### config.mk
export PLATFORM = sky130hd
export DESIGN_NAME = vga_sync_gen
export DESIGN_NICKNAME = d
export VERILOG_FILES = /design/src/rtl/vga_sync_gen.sv
export SDC_FILE = /design/constraint.sdc
export NUM_CORES = 1
export LEC_CHECK = 0
export BUFFER_PORTS_ARGS = -buffer_cell sky130_fd_sc_hd__buf_2
export CAP_MARGIN = 20
export CORE_MARGIN = 2
export CORE_UTILIZATION = 54
export DETAILED_ROUTE_END_ITERATION = 10
export PLACE_DENSITY = 0.78
export SLEW_MARGIN = 20
export SYNTH_ARGS = -nofsm -noshare
export SYNTH_HDL_FRONTEND = slang
export SYNTH_SLANG_ARGS = --single-unit
### constraint.sdc
create_clock -name clk -period 3.8 [get_ports clk]
set_input_delay 0.95 -clock clk [delete_from_list [all_inputs] [get_ports clk]]
set_output_delay 0.95 -clock clk [all_outputs]
set_load 0.02 [all_outputs]
### src/rtl/vga_sync_gen.sv
`timescale 1ns/1ps
// Pixel-rate divider and raster walker: produces aligned hCount/vCount plus
// sync, blanking and frame-start flags, all registered on the same clk edge.
module vga_sync_gen #(
  parameter int CLK_DIV = 4,
  parameter int H_TOTAL = 800,
  parameter int H_SYNC  = 96,
  parameter int H_START = 144,
  parameter int H_END   = 783,
  parameter int V_TOTAL = 525,
  parameter int V_SYNC  = 2,
  parameter int V_START = 35,
  parameter int V_END   = 514
) (
  input  logic       clk,
  input  logic       rst,
  output logic       pix_en,
  output logic [9:0] hCount,
  output logic [9:0] vCount,
  output logic       hSync,
  output logic       vSync,
  output logic       bright,
  output logic       frame_start
);

  localparam int DIV_W = ($clog2(CLK_DIV) < 2) ? 2 : $clog2(CLK_DIV);
  localparam logic [DIV_W-1:0] DIV_LAST = DIV_W'(CLK_DIV - 1);
  localparam logic [9:0] H_LAST  = 10'(H_TOTAL - 1);
  localparam logic [9:0] V_LAST  = 10'(V_TOTAL - 1);
  localparam logic [9:0] H_SYNC_C  = 10'(H_SYNC);
  localparam logic [9:0] V_SYNC_C  = 10'(V_SYNC);
  localparam logic [9:0] H_START_C = 10'(H_START);
  localparam logic [9:0] H_END_C   = 10'(H_END);
  localparam logic [9:0] V_START_C = 10'(V_START);
  localparam logic [9:0] V_END_C   = 10'(V_END);

  logic [DIV_W-1:0] div;
  logic [9:0]       h_next;
  logic [9:0]       v_next;
  logic             frame_wrap;

  function automatic logic hsync_level(input logic [9:0] h);
    return (h >= H_SYNC_C);
  endfunction

  function automatic logic vsync_level(input logic [9:0] v);
    return (v >= V_SYNC_C);
  endfunction

  function automatic logic in_window(input logic [9:0] h, input logic [9:0] v);
    return (h >= H_START_C) && (h <= H_END_C) && (v >= V_START_C) && (v <= V_END_C);
  endfunction

  // Divider stage: pix_en is a plain decode so it is 0 while div is held at 0 in reset.
  always_ff @(posedge clk or negedge rst) begin
    if (!rst) begin
      div <= '0;
    end else if (pix_en) begin
      div <= '0;
    end else begin
      div <= div + DIV_W'(1);
    end
  end

  assign pix_en = (div == DIV_LAST);

  always_comb begin
    h_next     = hCount;
    v_next     = vCount;
    frame_wrap = 1'b0;
    if (pix_en) begin
      if (hCount == H_LAST) begin
        h_next = '0;
        if (vCount == V_LAST) begin
          v_next     = '0;
          frame_wrap = 1'b1;
        end else begin
          v_next = vCount + 10'd1;
        end
      end else begin
        h_next = hCount + 10'd1;
      end
    end
  end

  // Raster stage: flags are derived from the next-state counters so they land
  // on the same edge as the counts they describe.
  always_ff @(posedge clk or negedge rst) begin
    if (!rst) begin
      hCount      <= '0;
      vCount      <= '0;
      hSync       <= 1'b0;
      vSync       <= 1'b0;
      bright      <= 1'b0;
      frame_start <= 1'b0;
    end else begin
      hCount      <= h_next;
      vCount      <= v_next;
      hSync       <= hsync_level(h_next);
      vSync       <= vsync_level(v_next);
      bright      <= in_window(h_next, v_next);
      frame_start <= frame_wrap;
    end
  end

endmodule

=== Word level (Yosys, flattened, before mapping) ===
Cells that the tools add are included.

* Register bits after elaboration: 26
* Input bits: 2
* Output and inout bits: 25
* Logic and storage cells: 31

* Add/subtract/negate cells: 3
* Order comparisons: 6
* Equality and inequality tests: 3
* Multiplexer cells: 9
* Reduce and logical (&&, ||, !) cells: 3

{| class="wikitable"
|+ Operators by type and width
! operator !! number
|-
| $mux 10 || 5
|-
| $add 10x1->10 const B || 2
|-
| $eq 10x10->1 const B || 2
|-
| $le 10x10->1 const B || 2
|-
| $ge 10x2->1 const B || 1
|-
| $ge 10x6->1 const B || 1
|-
| $ge 10x7->1 const B || 1
|-
| $ge 10x8->1 const B || 1
|-
| $logic_and 1x1->1 || 3
|-
| $mux 1 || 3
|-
| $add 2x1->2 const B || 1
|-
| $eq 2x2->1 const B || 1
|-
| $mux 2 || 1
|}

=== Longest topological paths before layout ===
Gate-level depths: netlist of the first run.

* Depth after elaboration: 7
* Mapped depth: 10

=== Worst setup path before layout of the first run ===
No wires, ideal clock.

* Path type: register to register
* From: register hCount[6]
* To: register bright
* Arrival: 2.797 ns
* Required time: 3.713 ns
* Slack: 0.917 ns
* Cell stages (with the launch flop): 9
* Clock period less this slack: 2.883 ns
* Cell sequence: dfrtp_1 -> buf_2 -> or3_4 -> nor4_4 -> nand4_1 -> mux2_4 -> nor4_2 -> or4b_1 -> a211oi_2

* Elaborated cells between the ends (all ways): 13

{| class="wikitable"
|+ RTL lines
! what !! line !! text
|-
| from (decl) || 18 || <nowiki>output logic [9:0] hCount,</nowiki>
|-
| from (signal assigned) || 97 || <nowiki>hCount <= h_next;</nowiki>
|-
| $eq 10x10->1 * || 72 || <nowiki>if (hCount == H_LAST) begin</nowiki>
|-
| $mux 10 * || 72 ||
|-
| $mux 10 * || 71 || <nowiki>if (pix_en) begin</nowiki>
|-
| net v_next[4] || 39 || <nowiki>logic [9:0] v_next;</nowiki>
|-
| $ge 10x6->1 || 51 || <nowiki>return (h >= H_START_C) && (h <= H_END_C) && (v >= V_START_C) && (v <= V_END_C);</nowiki>
|-
| $logic_and 1x1->1 || 51 ||
|-
| $logic_and 1x1->1 * || 51 ||
|-
| to (signal assigned) || 101 || <nowiki>bright <= in_window(h_next, v_next);</nowiki>
|-
| to (decl) || 22 || <nowiki>output logic bright,</nowiki>
|}

The timed path passes the listed nets; every way through them passes the cells marked *.

=== Worst setup path after layout of the first run ===
* From: register div[0]
* To: register bright

* Elaborated cells between the ends (all ways): 10

{| class="wikitable"
|+ RTL lines
! what !! line !! text
|-
| from (decl) || 37 || <nowiki>logic [DIV_W-1:0] div;</nowiki>
|-
| from (signal assigned) || 61 || <nowiki>div <= div + DIV_W'(1);</nowiki>
|-
| $eq 2x2->1 * || 65 || <nowiki>assign pix_en = (div == DIV_LAST);</nowiki>
|-
| $mux 10 * || 71 ||
|-
| net v_next[4] || 39 ||
|-
| $ge 10x6->1 || 51 ||
|-
| $logic_and 1x1->1 || 51 ||
|-
| $logic_and 1x1->1 * || 51 ||
|}

Marks and branches as above.

==> metrics.txt, run 1 <==
# TYPE chip_impl_metric gauge
chip_impl_info{name="worstSetupPathType",value="reg2reg"} 1
chip_impl_metric{name="pwr-share-clk",unit="%"} 28.2
chip_impl_metric{name="postSynthAreaPerCell",unit="µm²"} 9.593
chip_impl_metric{name="placed_cell_count",unit=""} 203
chip_impl_metric{name="signed_area_change_from_the_synthesized_netlist_to_the_final_layout",unit="%"} 10.49
chip_impl_metric{name="synth-edff-count",unit=""} 0
chip_impl_metric{name="syn_nets",unit=""} 159
chip_impl_metric{name="htreeDepth",unit=""} 1
chip_impl_metric{name="floorplan.initialDensity",unit="%"} 58.18
chip_impl_metric{name="drt-total-wl",unit="mm"} 3.048
chip_impl_metric{name="min_period_over_period",unit="%"} 85.29
chip_impl_metric{name="gr-total-overflow",unit=""} 0
chip_impl_metric{name="met3_layer_usage_reported_by_global_route",unit="%"} 2.093
chip_impl_metric{name="number_of_antenna_violations_at_the_first_check_in_global_routing",unit=""} 0
chip_impl_metric{name="largest_net_degree_at_the_start_of_global_routing",unit=""} 27
chip_impl_metric{name="synth.cell_area",unit="µm²"} 1468
chip_impl_metric{name="cell_internal_pwr",unit="µW"} 314.0
chip_impl_metric{name="synth_compound_gate_area_share",unit="%"} 12.96
chip_impl_metric{name="cts_max_path_buffers",unit=""} 2
chip_impl_metric{name="routedWlPerCell",unit="µm"} 14.80
chip_impl_metric{name="drcViolationCount",unit=""} 0
chip_impl_info{name="root_buffer",value="clkbuf_4"} 1
chip_impl_metric{name="synth_sequential_area_ratio",unit="%"} 44.33
chip_impl_info{name="critPathLaunchType",value="flop"} 1
chip_impl_metric{name="r2r_slack",unit="ps"} 560
chip_impl_metric{name="rows",unit=""} 18
chip_impl_info{name="global_route.peak_usage_layer",value="met2"} 1
chip_impl_info{name="main_area_contributors_after_synthesis",value="dfrtp_1 44%, nand2_1 4.3%, xnor2_1 3.6%, ha_1 3.4%, nand3_1 3.4%"} 1
chip_impl_metric{name="via_count",unit=""} 1228
chip_impl_info{name="worst_hold_path_type",value="reg2reg"} 1
chip_impl_metric{name="cts_inserted_buffers",unit=""} 3
chip_impl_metric{name="slew_violations",unit=""} 0
chip_impl_metric{name="postSynthCellCount",unit=""} 153
chip_impl_metric{name="vias_in_the_first_global_route",unit=""} 1172
chip_impl_metric{name="floorplan.core_area",unit="µm²"} 2522
chip_impl_metric{name="yosys.area_share.xor_xnor",unit="%"} 4.177
chip_impl_info{name="synth.largest_area_cell",value="dfrtp_1"} 1
chip_impl_metric{name="leakage",unit="nW"} 0.8020
chip_impl_info{name="hold_path_startpoint",value="div[0]"} 1
chip_impl_metric{name="grt_first_pass_wirelength",unit="mm"} 5.216
chip_impl_metric{name="max_clock_freq",unit="GHz"} 0.3085
chip_impl_metric{name="timing.max_cap.violations",unit=""} 0
chip_impl_info{name="combinational_family_with_the_most_area_after_synthesis",value="simple AND/OR/NAND/NOR gates"} 1
chip_impl_metric{name="hold_buffers",unit=""} 0
chip_impl_metric{name="initialDrtViolationCount",unit=""} 46
chip_impl_metric{name="vias_per_cell",unit=""} 5.961
chip_impl_metric{name="synth_mux_area_share",unit="%"} 2.558
chip_impl_metric{name="p_comb_share",unit="%"} 1.4
chip_impl_metric{name="utilization",unit="%"} 64.29
chip_impl_metric{name="postCtsResizedCells",unit=""} 0
chip_impl_metric{name="worst-path-max-fanout",unit=""} 13
chip_impl_metric{name="postCtsSetupRepairBufs",unit=""} 0
chip_impl_metric{name="worst_slew_margin_rel",unit="%"} 54.26
chip_impl_metric{name="groute.layer.met1.usage",unit="%"} 26.47
chip_impl_metric{name="power-per-cell-area",unit="nW/µm²"} 242.2
chip_impl_metric{name="floorplan.io_pins",unit=""} 27
chip_impl_metric{name="required_time_worst_endpoint",unit="ps"} 4040
chip_impl_info{name="rr_endpoint",value="bright"} 1
chip_impl_info{name="run_status",value="finished, final reports clean"} 1
chip_impl_metric{name="worst_pin_slew",unit="ps"} 681.0
chip_impl_metric{name="synth_largest_type_area_fraction",unit="%"} 44.33
chip_impl_metric{name="post_route_cells_drive_above_1_share",unit="%"} 23.86
chip_impl_metric{name="hpwl",unit="mm"} 2.303
chip_impl_metric{name="cts.sinks",unit=""} 26
chip_impl_metric{name="final_hold_viol_count",unit=""} 0
chip_impl_metric{name="layout_min_cycle_time",unit="ps"} 3241
chip_impl_metric{name="worstHoldPathCells",unit=""} 1
chip_impl_metric{name="synth.distinct_cells",unit=""} 44
chip_impl_metric{name="switching_share",unit="%"} 20.04
chip_impl_metric{name="yosysWarnings",unit=""} 0
chip_impl_metric{name="layout.filler_cells",unit=""} 211
chip_impl_metric{name="clock_slew_at_the_register_clock_pins_of_the_worst_setup_and_hold_paths",unit="ps"} 130
chip_impl_metric{name="power_switching",unit="µW"} 78.69
chip_impl_metric{name="finalSetupViolations",unit=""} 0
chip_impl_metric{name="stdcell_count",unit=""} 206
chip_impl_metric{name="die-area",unit="µm²"} 3151
chip_impl_metric{name="fin_total_pwr",unit="µW"} 392.7
chip_impl_metric{name="dr_pass1_iterations",unit=""} 4
chip_impl_metric{name="worstSkewPairLatency",unit="ps"} 310
chip_impl_metric{name="synth_adder_area_share",unit="%"} 3.410
chip_impl_metric{name="worst-r2r-cell-count",unit=""} 8
chip_impl_info{name="setup.worst_path.start",value="div[0]"} 1
chip_impl_metric{name="synthArstFlopShare",unit="%"} 100.0
chip_impl_metric{name="worst-endpoint-arrival",unit="ps"} 3480
chip_impl_info{name="synth_ff_type",value="dfrtp_1"} 1
chip_impl_info{name="worstHoldEndpoint",value="div[0]"} 1
chip_impl_metric{name="power.ir.vdd_worst",unit="µV"} 174.7
chip_impl_metric{name="synth-seq-cells",unit=""} 26
chip_impl_metric{name="die_height",unit="µm"} 56.14
chip_impl_metric{name="setup-tns-final",unit="ps"} 0
chip_impl_metric{name="nets",unit=""} 184
chip_impl_metric{name="die_w",unit="µm"} 56.14
chip_impl_metric{name="synth_simple_gate_area_share",unit="%"} 28.05
chip_impl_metric{name="portBuffers",unit=""} 26
chip_impl_metric{name="drtAntennaViolNets",unit=""} 0
chip_impl_info{name="setup_repair_after_global_routing_missed_its_margin",value="no"} 1
chip_impl_info{name="cts_tree",value="built"} 1
chip_impl_metric{name="place.gp.congestion",unit=""} 0.8891
chip_impl_metric{name="antenna_cells_inserted",unit=""} 0
chip_impl_metric{name="seq_power_share",unit="%"} 70.4
chip_impl_info{name="r2r_start",value="div[0]"} 1
chip_impl_metric{name="grt_usage",unit="%"} 20.63
chip_impl_metric{name="finClkSkew",unit="ps"} 5.372
chip_impl_metric{name="gr-usage-met2",unit="%"} 34.12
chip_impl_info{name="endpoint_kind",value="flop"} 1
synth_stat cells (2+ instances only):
cell type and instances:
a211oi_1 2, nand3_1 10, or4_1 3, clkbuf_1 2
nand2_1 17, o22ai_1 4, o21a_1 2, dfrtp_1 26
o21ai_0 8, buf_2 2, nor3_1 7, nand4_1 7
inv_1 8, mux2_2 2, xnor2_1 6, nand3_2 2
nor2_1 13, ha_1 4, and3_1 3
flip-flops by register name (all words and copies together), names as in the netlist:
signal       cells
hCount          10
vCount          10
div              2
bright           1
frame_start      1
hSync            1
vSync            1
how the worst max path moves through the flow:
stage | cells after the start | end
3_5_place_dp | 8 | bright
3_3_place_gp | 7 | bright
6_report | 8 | bright
4_1_cts | 8 | bright
2_1_floorplan | 8 | bright
5_1_grt | 8 | bright
kinds of logic after synthesis:
group,after synthesis
simple gates,73
compound gates,26
flops,26
buf+inv,14
xor+xnor,7
fa+ha+maj,4
mux,3
power groups by stage:
stage	sequential, mW	combinational (mW)	clock (mW)
6_report	0.277	0.00537	0.111
5_1_grt	0.277	0.00694	0.125
4_1_cts	0.277	0.00590	0.116
3_5_place_dp	0.282	0.00595	0
3_3_place_gp	0.282	0.00568	0
2_1_floorplan	0.282	0.000000324	0
stage by stage:
step / hold slack, ps / instance area (µm²) / setup slack [ps]
floorplan: 403.1 / 1468 / 916.7
global placement: 410.9 / 1599 / 696.5
detailed placement: 421.0 / 1599 / 592.4
CTS: 438.6 / 1622 / 567.0
global route: 462.4 / 1622 / 291.0
finish: 435.2 / 1622 / 559.0
final cells by class:
class / instances / area (µm²) / share of cell area (%)
repair buffers: 26 / 130.1 / 8.025
flip-flops and latches: 26 / 650.6 / 40.12
multi-input cells: 113 / 750.7 / 46.30
clock buffers: 3 / 22.52 / 1.389
inverters: 8 / 30.03 / 1.852
well taps: 30 / 37.54 / 2.315
placed cells by master (no fill, tap or decap), types with 2 or more instances in the layout:
cell	synthesis	routed
dfrtp_1	26	26
nor3_1	7	7
and3_1	3	3
nand4_1	7	7
nor2_1	13	13
xnor2_1	6	6
inv_1	8	8
ha_1	4	4
buf_2	2	26
or4_1	3	3
clkbuf_4	0	3
nand3_1	10	10
nand3_2	2	2
o21a_1	2	2
nand2_1	17	17
o21ai_0	8	8
a211oi_1	2	2
mux2_2	2	2
o22ai_1	4	4
worst max-delay path, cell delays in order (launching register included):
cell      delay (ps)
dfrtp_1          370
ha_1             390
nand2_1          250
nor4_4           640
nand4_1          200
mux2_4           360
nor4_2           270
or4b_1           480
a211oi_2         220
metal layers:
metal | part of all wire (%) | vias to the layer above
li1 | - | 609
met1 | 46 | 588
met2 | 50 | 25
met3 | 2.9 | 6
met4 | 1.8 | 0
met5 | 0 | -
(Power assumes the default switching activity.)
==> inputs of run 2 (changes only) <==
- CORE_UTILIZATION: 54 -> 40
- PLACE_DENSITY: 0.78 -> default
==> run 2 against run 1 <==
Total power is 9.8% higher. First-iteration DRC count increased by 140%. Setup slack better by 250 ps. Clock-buffer cell count unchanged. Maximum frequency rose by 8.5%. Sequential power is essentially flat. Routed wire length up 1.5%. Non-clock buffer count increased by 1.
==> metrics.txt, run 2 (synthesized netlist as in run 1, its figures left out) <==
# TYPE chip_impl_metric gauge
chip_impl_metric{name="switching_share",unit="%"} 19.42
chip_impl_metric{name="die_height",unit="µm"} 64.58
chip_impl_metric{name="cts.sinks",unit=""} 26
chip_impl_metric{name="routedWlPerCell",unit="µm"} 13.75
chip_impl_metric{name="htreeDepth",unit=""} 1
chip_impl_metric{name="max_clock_freq",unit="GHz"} 0.3347
chip_impl_metric{name="postCtsSetupRepairBufs",unit=""} 0
chip_impl_info{name="cpMaxStageDelayCell",value="or4_1"} 1
chip_impl_metric{name="hpwl",unit="mm"} 2.396
chip_impl_info{name="endpoint_kind",value="flop"} 1
chip_impl_info{name="critPathLaunchType",value="flop"} 1
chip_impl_metric{name="worst-path-max-fanout",unit=""} 7
chip_impl_metric{name="setup_ws",unit="ps"} 812.7
chip_impl_info{name="layout_top_registers",value="hCount (10), vCount (10), div (2)"} 1
chip_impl_metric{name="die_w",unit="µm"} 64.58
chip_impl_metric{name="die-area",unit="µm²"} 4170
chip_impl_metric{name="rows",unit=""} 22
chip_impl_metric{name="grt_first_pass_wirelength",unit="mm"} 5.375
chip_impl_metric{name="grt_usage",unit="%"} 16.47
chip_impl_metric{name="floorplan.core_area",unit="µm²"} 3606
chip_impl_metric{name="final_hold_viol_count",unit=""} 0
chip_impl_metric{name="initialDrtViolationCount",unit=""} 109
chip_impl_info{name="crit_path_cell_trace",value="or4_1 -> or4_1 -> nand2b_2 -> a31oi_4 -> nor4_2 -> or4b_1 -> a211oi_2"} 1
chip_impl_metric{name="worst_slew_margin_rel",unit="%"} 62.58
chip_impl_metric{name="pwr-share-clk",unit="%"} 34.7
chip_impl_metric{name="cts_max_path_buffers",unit=""} 2
chip_impl_metric{name="floorplan.initialDensity",unit="%"} 40.70
chip_impl_metric{name="drtAntennaViolNets",unit=""} 0
chip_impl_metric{name="layout_min_cycle_time",unit="ps"} 2987
chip_impl_metric{name="vias_in_the_first_global_route",unit=""} 1206
chip_impl_info{name="cts_tree",value="built"} 1
chip_impl_info{name="setup_repair_after_global_routing_missed_its_margin",value="no"} 1
chip_impl_metric{name="dr_pass1_iterations",unit=""} 4
chip_impl_metric{name="clock_slew_at_the_register_clock_pins_of_the_worst_setup_and_hold_paths",unit="ps"} 80
chip_impl_metric{name="required_time_worst_endpoint",unit="ps"} 3990
chip_impl_metric{name="worst-endpoint-arrival",unit="ps"} 3170
chip_impl_metric{name="worstSkewPairLatency",unit="ps"} 260
chip_impl_metric{name="floorplan.io_pins",unit=""} 27
chip_impl_metric{name="antenna_cells_inserted",unit=""} 0
chip_impl_info{name="worst_hold_path_type",value="reg2reg"} 1
chip_impl_info{name="layout_common_cells",value="26 x dfrtp_1, 26 x buf_2, 17 x nand2_1"} 1
chip_impl_metric{name="power_switching",unit="µW"} 83.76
chip_impl_metric{name="post_route_cells_drive_above_1_share",unit="%"} 24.29
chip_impl_metric{name="stdcell_count",unit=""} 225
chip_impl_metric{name="gr-total-overflow",unit=""} 0
chip_impl_metric{name="critical_path_buf_inv_count",unit=""} 0
chip_impl_metric{name="slew_violations",unit=""} 0
chip_impl_metric{name="p_comb_share",unit="%"} 1.2
chip_impl_info{name="root_buffer",value="clkbuf_8"} 1
chip_impl_metric{name="area.sequential",unit="µm²"} 650.6
chip_impl_metric{name="finalSetupViolations",unit=""} 0
chip_impl_metric{name="leakage",unit="nW"} 0.8153
chip_impl_metric{name="cell_internal_pwr",unit="µW"} 347.6
chip_impl_metric{name="vias_per_cell",unit=""} 5.582
chip_impl_info{name="path_delay_family",value="simple AND/OR/NAND/NOR gates"} 1
chip_impl_metric{name="area_of_combinational_cells_with_multiple_inputs",unit="µm²"} 750.7
chip_impl_metric{name="via_count",unit=""} 1256
chip_impl_metric{name="finClkSkew",unit="ps"} 5.455
chip_impl_metric{name="signed_area_change_from_the_synthesized_netlist_to_the_final_layout",unit="%"} 13.81
chip_impl_metric{name="min_period_over_period",unit="%"} 78.61
chip_impl_metric{name="slowest_delay",unit="ps"} 630
chip_impl_metric{name="largest_net_degree_at_the_start_of_global_routing",unit=""} 27
chip_impl_metric{name="portBuffers",unit=""} 26
chip_impl_info{name="run_status",value="finished, final reports clean"} 1
chip_impl_metric{name="placedInstanceArea",unit="µm²"} 1629
chip_impl_metric{name="layout.filler_cells",unit=""} 352
chip_impl_metric{name="seq_power_share",unit="%"} 64.1
chip_impl_metric{name="setup-tns-final",unit="ps"} 0
chip_impl_metric{name="placement.setup.worst_slack",unit="ps"} 820.7
chip_impl_metric{name="placed_cell_count",unit=""} 222
chip_impl_info{name="worstSetupPathType",value="reg2reg"} 1
chip_impl_metric{name="place.gp.congestion",unit=""} 0.8903
chip_impl_info{name="crit_top_cell",value="or4_1"} 1
chip_impl_metric{name="drt-total-wl",unit="mm"} 3.094
chip_impl_metric{name="power-per-cell-area",unit="nW/µm²"} 258.2
chip_impl_metric{name="timing.max_cap.violations",unit=""} 0
chip_impl_metric{name="fin_total_pwr",unit="µW"} 431.3
chip_impl_metric{name="finalInstanceArea",unit="µm²"} 1670
chip_impl_metric{name="postCtsResizedCells",unit=""} 0
chip_impl_metric{name="cts_inserted_buffers",unit=""} 3
chip_impl_metric{name="power.ir.vdd_worst",unit="µV"} 105.6
chip_impl_metric{name="number_of_antenna_violations_at_the_first_check_in_global_routing",unit=""} 0
chip_impl_metric{name="hold_buffers",unit=""} 0
chip_impl_metric{name="nets",unit=""} 185
chip_impl_metric{name="worst_pin_slew",unit="ps"} 561.3
chip_impl_metric{name="drcViolationCount",unit=""} 0
## run 2: cell count changes in the layout (fill, tap and decap cells not counted)
cell / change
buf_4: +1
clkbuf_4: -3
clkbuf_8: +3
## run 2: layout make-up
type	instances	area share, %
Tap cell	48	3.596
Sequential cell	26	38.95
Timing Repair Buffer	27	8.240
Multi-Input combinational cell	113	44.94
Clock buffer	3	2.472
Inverter	8	1.798
## run 2: worst reg2reg max path, cell delays in order (launching register included)
cell and delay (ps):
dfrtp_1 440, or4_1 540, or4_1 640, nand2b_2 150, a31oi_4 100, nor4_2 330
or4b_1 500, a211oi_2 220
## run 2: worst paths after layout
kind	start	end	slack, ps	depth (start not counted)
setup / recovery	vCount[6]	bright	810	7
max in group asynchronous	rst	hCount[6]	2760	1
hold reg to reg	div[0]	div[0]	420	1
setup reg to reg	vCount[6]	bright	810	7
hold / removal	div[0]	div[0]	420	1
min in group asynchronous	rst	vCount[1]	670	1
## run 2: per-layer routing
metal  routed length (µm)  up-vias  global-route usage, %
met1                 1321      598                  20.04
met3                  195        4                  3.299
li1                     -      611                      -
met4                   25        0                  6.383
met5                    0        -                      0
met2                 1553       43                  28.65
## run 2: per-stage QoR
| stage | util, % | hold slack (ps) |
|---|---|---|
| after floorplan | - | 403.1 |
| final | 46.32 | 424.8 |
| after global placement | 45.18 | 411.8 |
| after global routing | 46.32 | 471.2 |
| after detailed placement | 45.18 | 417.3 |
| after CTS | 46.32 | 428.8 |
## run 2: power groups by stage
stage	registers [mW]	clock network [mW]	logic, mW
after floorplan	0.282	0	0.000000324
after global placement	0.282	0	0.00593
after detailed placement	0.282	0	0.00605
after CTS	0.276	0.157	0.00599
after global routing	0.276	0.172	0.00670
final	0.276	0.150	0.00537
